`src/rtl/fir_sample_packer.sv`:
```
// Packs P_SAMPLES CH0/CH1 pairs into one word; a close handshake in cycle N gives the word in cycle N+1.
// Backpressure: s_tready = !m_tvalid || m_tready, so a stalled word also stalls the input.
module fir_sample_packer #(
    parameter int DATA_WIDTH = 16,
    parameter int P_SAMPLES  = 8,
    parameter int CHANNELS   = 2
) (
    input  logic                                     clk,
    input  logic                                     nrst,
    input  logic                                     s_tvalid,
    output logic                                     s_tready,
    input  logic [2*DATA_WIDTH-1:0]                  s_tdata,
    input  logic                                     s_tlast,
    output logic                                     m_tvalid,
    input  logic                                     m_tready,
    output logic [CHANNELS*P_SAMPLES*DATA_WIDTH-1:0] m_tdata,
    output logic                                     m_tlast,
    output logic [$clog2(P_SAMPLES)-1:0]             m_pad,
    output logic [15:0]                              blk_count
);
    localparam int IW = $clog2(P_SAMPLES);
    localparam int LW = P_SAMPLES * DATA_WIDTH;
    localparam logic [IW-1:0] LAST_LANE = IW'(P_SAMPLES - 1);

    logic [IW-1:0]                            idx_q, idx_d;
    logic [LW-1:0]                            pk0_q, pk0_d, pk1_q, pk1_d;
    logic [LW-1:0]                            mrg0, mrg1;
    logic [CHANNELS*P_SAMPLES*DATA_WIDTH-1:0] dat_q, dat_d;
    logic                                     mvld_q, mvld_d;
    logic                                     mlast_q, mlast_d;
    logic [IW-1:0]                            pad_q, pad_d;
    logic [15:0]                              blk_q, blk_d;
    logic                                     in_hs, out_hs, close;

    assign s_tready  = !mvld_q || m_tready;
    assign in_hs     = s_tvalid && s_tready;
    assign out_hs    = mvld_q && m_tready;
    assign close     = in_hs && (idx_q == LAST_LANE || s_tlast);

    assign m_tvalid  = mvld_q;
    assign m_tdata   = dat_q;
    assign m_tlast   = mlast_q;
    assign m_pad     = pad_q;
    assign blk_count = blk_q;

    // Pack register with the incoming pair merged at idx; lanes above idx are forced to zero.
    always_comb begin
        mrg0 = '0;
        mrg1 = '0;
        for (int j = 0; j < P_SAMPLES; j++) begin
            if (IW'(j) < idx_q) begin
                mrg0[j*DATA_WIDTH +: DATA_WIDTH] = pk0_q[j*DATA_WIDTH +: DATA_WIDTH];
                mrg1[j*DATA_WIDTH +: DATA_WIDTH] = pk1_q[j*DATA_WIDTH +: DATA_WIDTH];
            end else if (IW'(j) == idx_q) begin
                mrg0[j*DATA_WIDTH +: DATA_WIDTH] = s_tdata[DATA_WIDTH-1:0];
                mrg1[j*DATA_WIDTH +: DATA_WIDTH] = s_tdata[2*DATA_WIDTH-1:DATA_WIDTH];
            end
        end
    end

    always_comb begin
        idx_d   = idx_q;
        pk0_d   = pk0_q;
        pk1_d   = pk1_q;
        dat_d   = dat_q;
        mvld_d  = mvld_q;
        mlast_d = mlast_q;
        pad_d   = pad_q;
        blk_d   = blk_q;
        if (out_hs) begin
            mvld_d = 1'b0;
            blk_d  = blk_q + 16'd1;
        end
        if (close) begin
            idx_d   = '0;
            pk0_d   = '0;
            pk1_d   = '0;
            dat_d   = {mrg1, mrg0};
            pad_d   = LAST_LANE - idx_q;
            mlast_d = s_tlast;
            mvld_d  = 1'b1;
        end else if (in_hs) begin
            idx_d = idx_q + 1'b1;
            pk0_d = mrg0;
            pk1_d = mrg1;
        end
    end

    always_ff @(posedge clk or negedge nrst) begin
        if (!nrst) begin
            idx_q   <= '0;
            pk0_q   <= '0;
            pk1_q   <= '0;
            dat_q   <= '0;
            mvld_q  <= 1'b0;
            mlast_q <= 1'b0;
            pad_q   <= '0;
            blk_q   <= '0;
        end else begin
            idx_q   <= idx_d;
            pk0_q   <= pk0_d;
            pk1_q   <= pk1_d;
            dat_q   <= dat_d;
            mvld_q  <= mvld_d;
            mlast_q <= mlast_d;
            pad_q   <= pad_d;
            blk_q   <= blk_d;
        end
    end
endmodule

```
`config.mk`:
```
export PLATFORM = sky130hd
export DESIGN_NAME = fir_sample_packer
export DESIGN_NICKNAME = d
export VERILOG_FILES = /design/src/rtl/fir_sample_packer.sv
export SDC_FILE = /design/constraint.sdc
export NUM_CORES = 1
export LEC_CHECK = 0
export ABC_AREA = 1
export ABC_CLOCK_PERIOD_IN_PS = 4590
export BUFFER_PORTS_ARGS = -buffer_cell sky130_fd_sc_hd__buf_2
export CORE_MARGIN = 2
export CORE_UTILIZATION = 61
export DETAILED_ROUTE_END_ITERATION = 8
export PLACE_DENSITY_LB_ADDON = 0.05
export SKIP_LAST_GASP = 1
export SLEW_MARGIN = 25
export SYNTH_ARGS = -nofsm -noshare
export SYNTH_HDL_FRONTEND = slang
export SYNTH_SLANG_ARGS = --single-unit
```
`constraint.sdc`:
```
create_clock -name clk -period 4.59 [get_ports clk]
set_input_delay 0.918 -clock clk [delete_from_list [all_inputs] [get_ports clk]]
set_output_delay 0.918 -clock clk [all_outputs]
set_load 0.01 [all_outputs]
```
==> out/results.ini <==
[status]
status=completed

[synthesis]
synth-seq-area-share=0.5916
synth-seq-cells=504
synth_area_mm2=0.02132
ys_types=26
synth_warnings=0
postSynthAreaPerCell_um2=8.370
syn_inst=2547
synth.net_count=2589

[cts]
root_buffer=clkbuf_16
cts_tree=done
clock_path_buffers=3
hold_buffers=0
cts_made_buffers=49
clk_latency_ns=0.55
cts_setup_buffers=0
cts_sinks=504
htreeDepth=2
path_clk_slew_ns=0.06
cts_resized=0

[sta]
slew_violations=0
fin_setup_tns_ns=0
clock_skew_ns=0.01258
fmaxAchievable_mhz=352.6
worstMarginPinSlew_ns=1.146
whs_ns=0.4187
grt_setup_unrepaired=false
finalSetupViolCount=0
period_minus_slack_ns=2.836
fin_crit_sh=0.6180
hold_viol_final=0
maxSlewHeadroom=0.2362

[floorplanning]
rows=68
boundaryPins=315
initial_core_util=0.6187
die_h_um=190.9
die-area_mm2=0.03646
dieWidth_um=190.9
core_mm2=0.03446

[finish]
final_cells=3278
layout_commonest_cell=nand2_1
area_growth_pct=16.22
final_layout_size_suffix_gt1_frac=0.1545
final_nets=2828
layout_common_cells=1219 x nand2_1, 504 x dfrtp_1, 313 x buf_2, 211 x inv_1, 187 x o21ai_0

[global_routing]
grt_start_max_net_pins=225
grt_pass1_vias=17870
grt_pass1_wl_um=96030
overflow=0
grtUsageTotal=0.3355
antenna_found_initial=1

[run]
drv_cap=0

[setup_path]
crit_arrival_ns=3.32
critPathLaunch=m_tready
r2r-start=m_tvalid
worstSetupEndpointType=register
worst-r2r-setup-slack_ns=1.83
critPathLaunchType=primary input
crit_type=in2reg
crit_end=m_tdata[185]
r2r-end=m_tdata[185]
worst_ep_required_time_ns=5.08
crit_fanout=224
r2r_cells=6

[drt]
ant_nets=0
post-route-drc-count=0
dr.first_iter.drc_count=1809
wl_per_cell_um=18.50
via_per_inst=5.638
drt_wl_total_um=60630
firstDrtPassIters=5
vias=18480

[placed_design]
io_buffers=314
hpwl_um=36530
place_congestion=0.8840
place_inst=3190

[pwr]
p_per_area_mw_per_mm2=437.0
p_total_mw=10.83
leakagePower_nw=13.38
ir_worst_vdd_mv=0.2782

[min_path]
holdCritPathClass=in2async

==> worst min path at each step <==
stage,startpoint,end,slack [ns],cells after the start
after floorplan,pk1_q[70],pk1_q[70],0.45,2
after global routing,nrst,blk_count[10],0.49,1
final,nrst,blk_count[11],0.42,1
after global placement,m_tdata[184],m_tdata[184],0.45,2
after detailed placement,m_tdata[185],m_tdata[185],0.45,2
after CTS,nrst,m_tdata[255],0.46,1
==> routing by layer <==
metal | vias to the layer above | track usage | routed length, µm
met5 | - | 0 | 0
met3 | 144 | 0.07068 | 5570
met1 | 8987 | 0.4713 | 24900
met2 | 867 | 0.5241 | 28140
li1 | 8483 | - | -
met4 | 0 | 0.1148 | 2013
==> cell families after synthesis <==
group / after synthesis / share of synthesized area
fa+ha+maj: 5 / 0.002934
xor+xnor: 10 / 0.004108
mux: 1 / 0.0005282
simple gates: 1261 / 0.2244
buf+inv: 371 / 0.07002
flops: 504 / 0.5916
compound gates: 395 / 0.1064
==> per-stage QoR <==
stage	worst slack, ns	utilization	instance area [µm²]
after floorplan	2.579	-	21320
after CTS	1.865	0.7190	24770
final	1.754	0.7190	24780
after global placement	1.364	0.6723	23160
after detailed placement	1.302	0.6725	23170
after global routing	1.651	0.7190	24770
==> power by group <==
| part | switching [mW] | leakage (nW) | total [mW] | internal [mW] |
|---|---|---|---|---|
| sequential | 0.288 | 6.92 | 5.13 | 4.84 |
| clock | 1.67 | 0.806 | 3.99 | 2.32 |
| combinational | 1.20 | 5.66 | 1.71 | 0.506 |
| total | 3.16 | 13.4 | 10.8 | 7.67 |
==> synthesized netlist by cell type <==
library cell / count / area, µm²
nand2_1: 1221 / 4583
dfrtp_1: 504 / 12610
inv_1: 213 / 799.5
o21ai_0: 187 / 935.9
o22ai_1: 160 / 1001
buf_2: 71 / 355.3
clkbuf_1: 67 / 251.5
o31ai_1: 32 / 240.2
o21ai_1: 15 / 75.07
nor2_1: 14 / 52.55
buf_1: 13 / 48.80
nand3_1: 12 / 60.06
nand4_1: 6 / 37.54
xor2_1: 6 / 52.55
ha_1: 5 / 62.56
xnor2_1: 4 / 35.03
buf_4: 3 / 22.52
inv_2: 3 / 11.26
nor3_1: 3 / 15.01
nor2_2: 2 / 12.51
a21oi_4: 1 / 16.27
clkinv_1: 1 / 3.750
mux2_2: 1 / 11.26
nand2_2: 1 / 6.260
nor3_2: 1 / 10.01
nor3b_1: 1 / 7.510
==> layout make-up <==
| class | count | area [µm²] |
|---|---|---|
| fill | 2710 | 9682 |
| clock buffer | 67 | 1416 |
| timing repair buffer | 342 | 1929 |
| sequential | 504 | 12610 |
| clock inverter | 20 | 182.7 |
| antenna | 1 | 2.502 |
| tap | 455 | 569.3 |
| inverter | 217 | 824.5 |
| multi-input combinational | 1672 | 7239 |
==> flip-flops by register name, summed over array words and instances (netlist names) <==
signal and count:
blk_count 16, idx_q 3, m_pad 3, m_tdata 256, m_tlast 1, m_tvalid 1, pk0_q 112, pk1_q 112
==> worst max-delay path, stage by stage <==
cell and delay (ns):
buf_2 0.10, inv_1 0.04, nand2_1 0.13, nand2_4 0.42
a21oi_4 0.44, buf_12 0.69, nand2_1 0.17, nand2_1 0.11
Power figures use the tool's default switching activity.
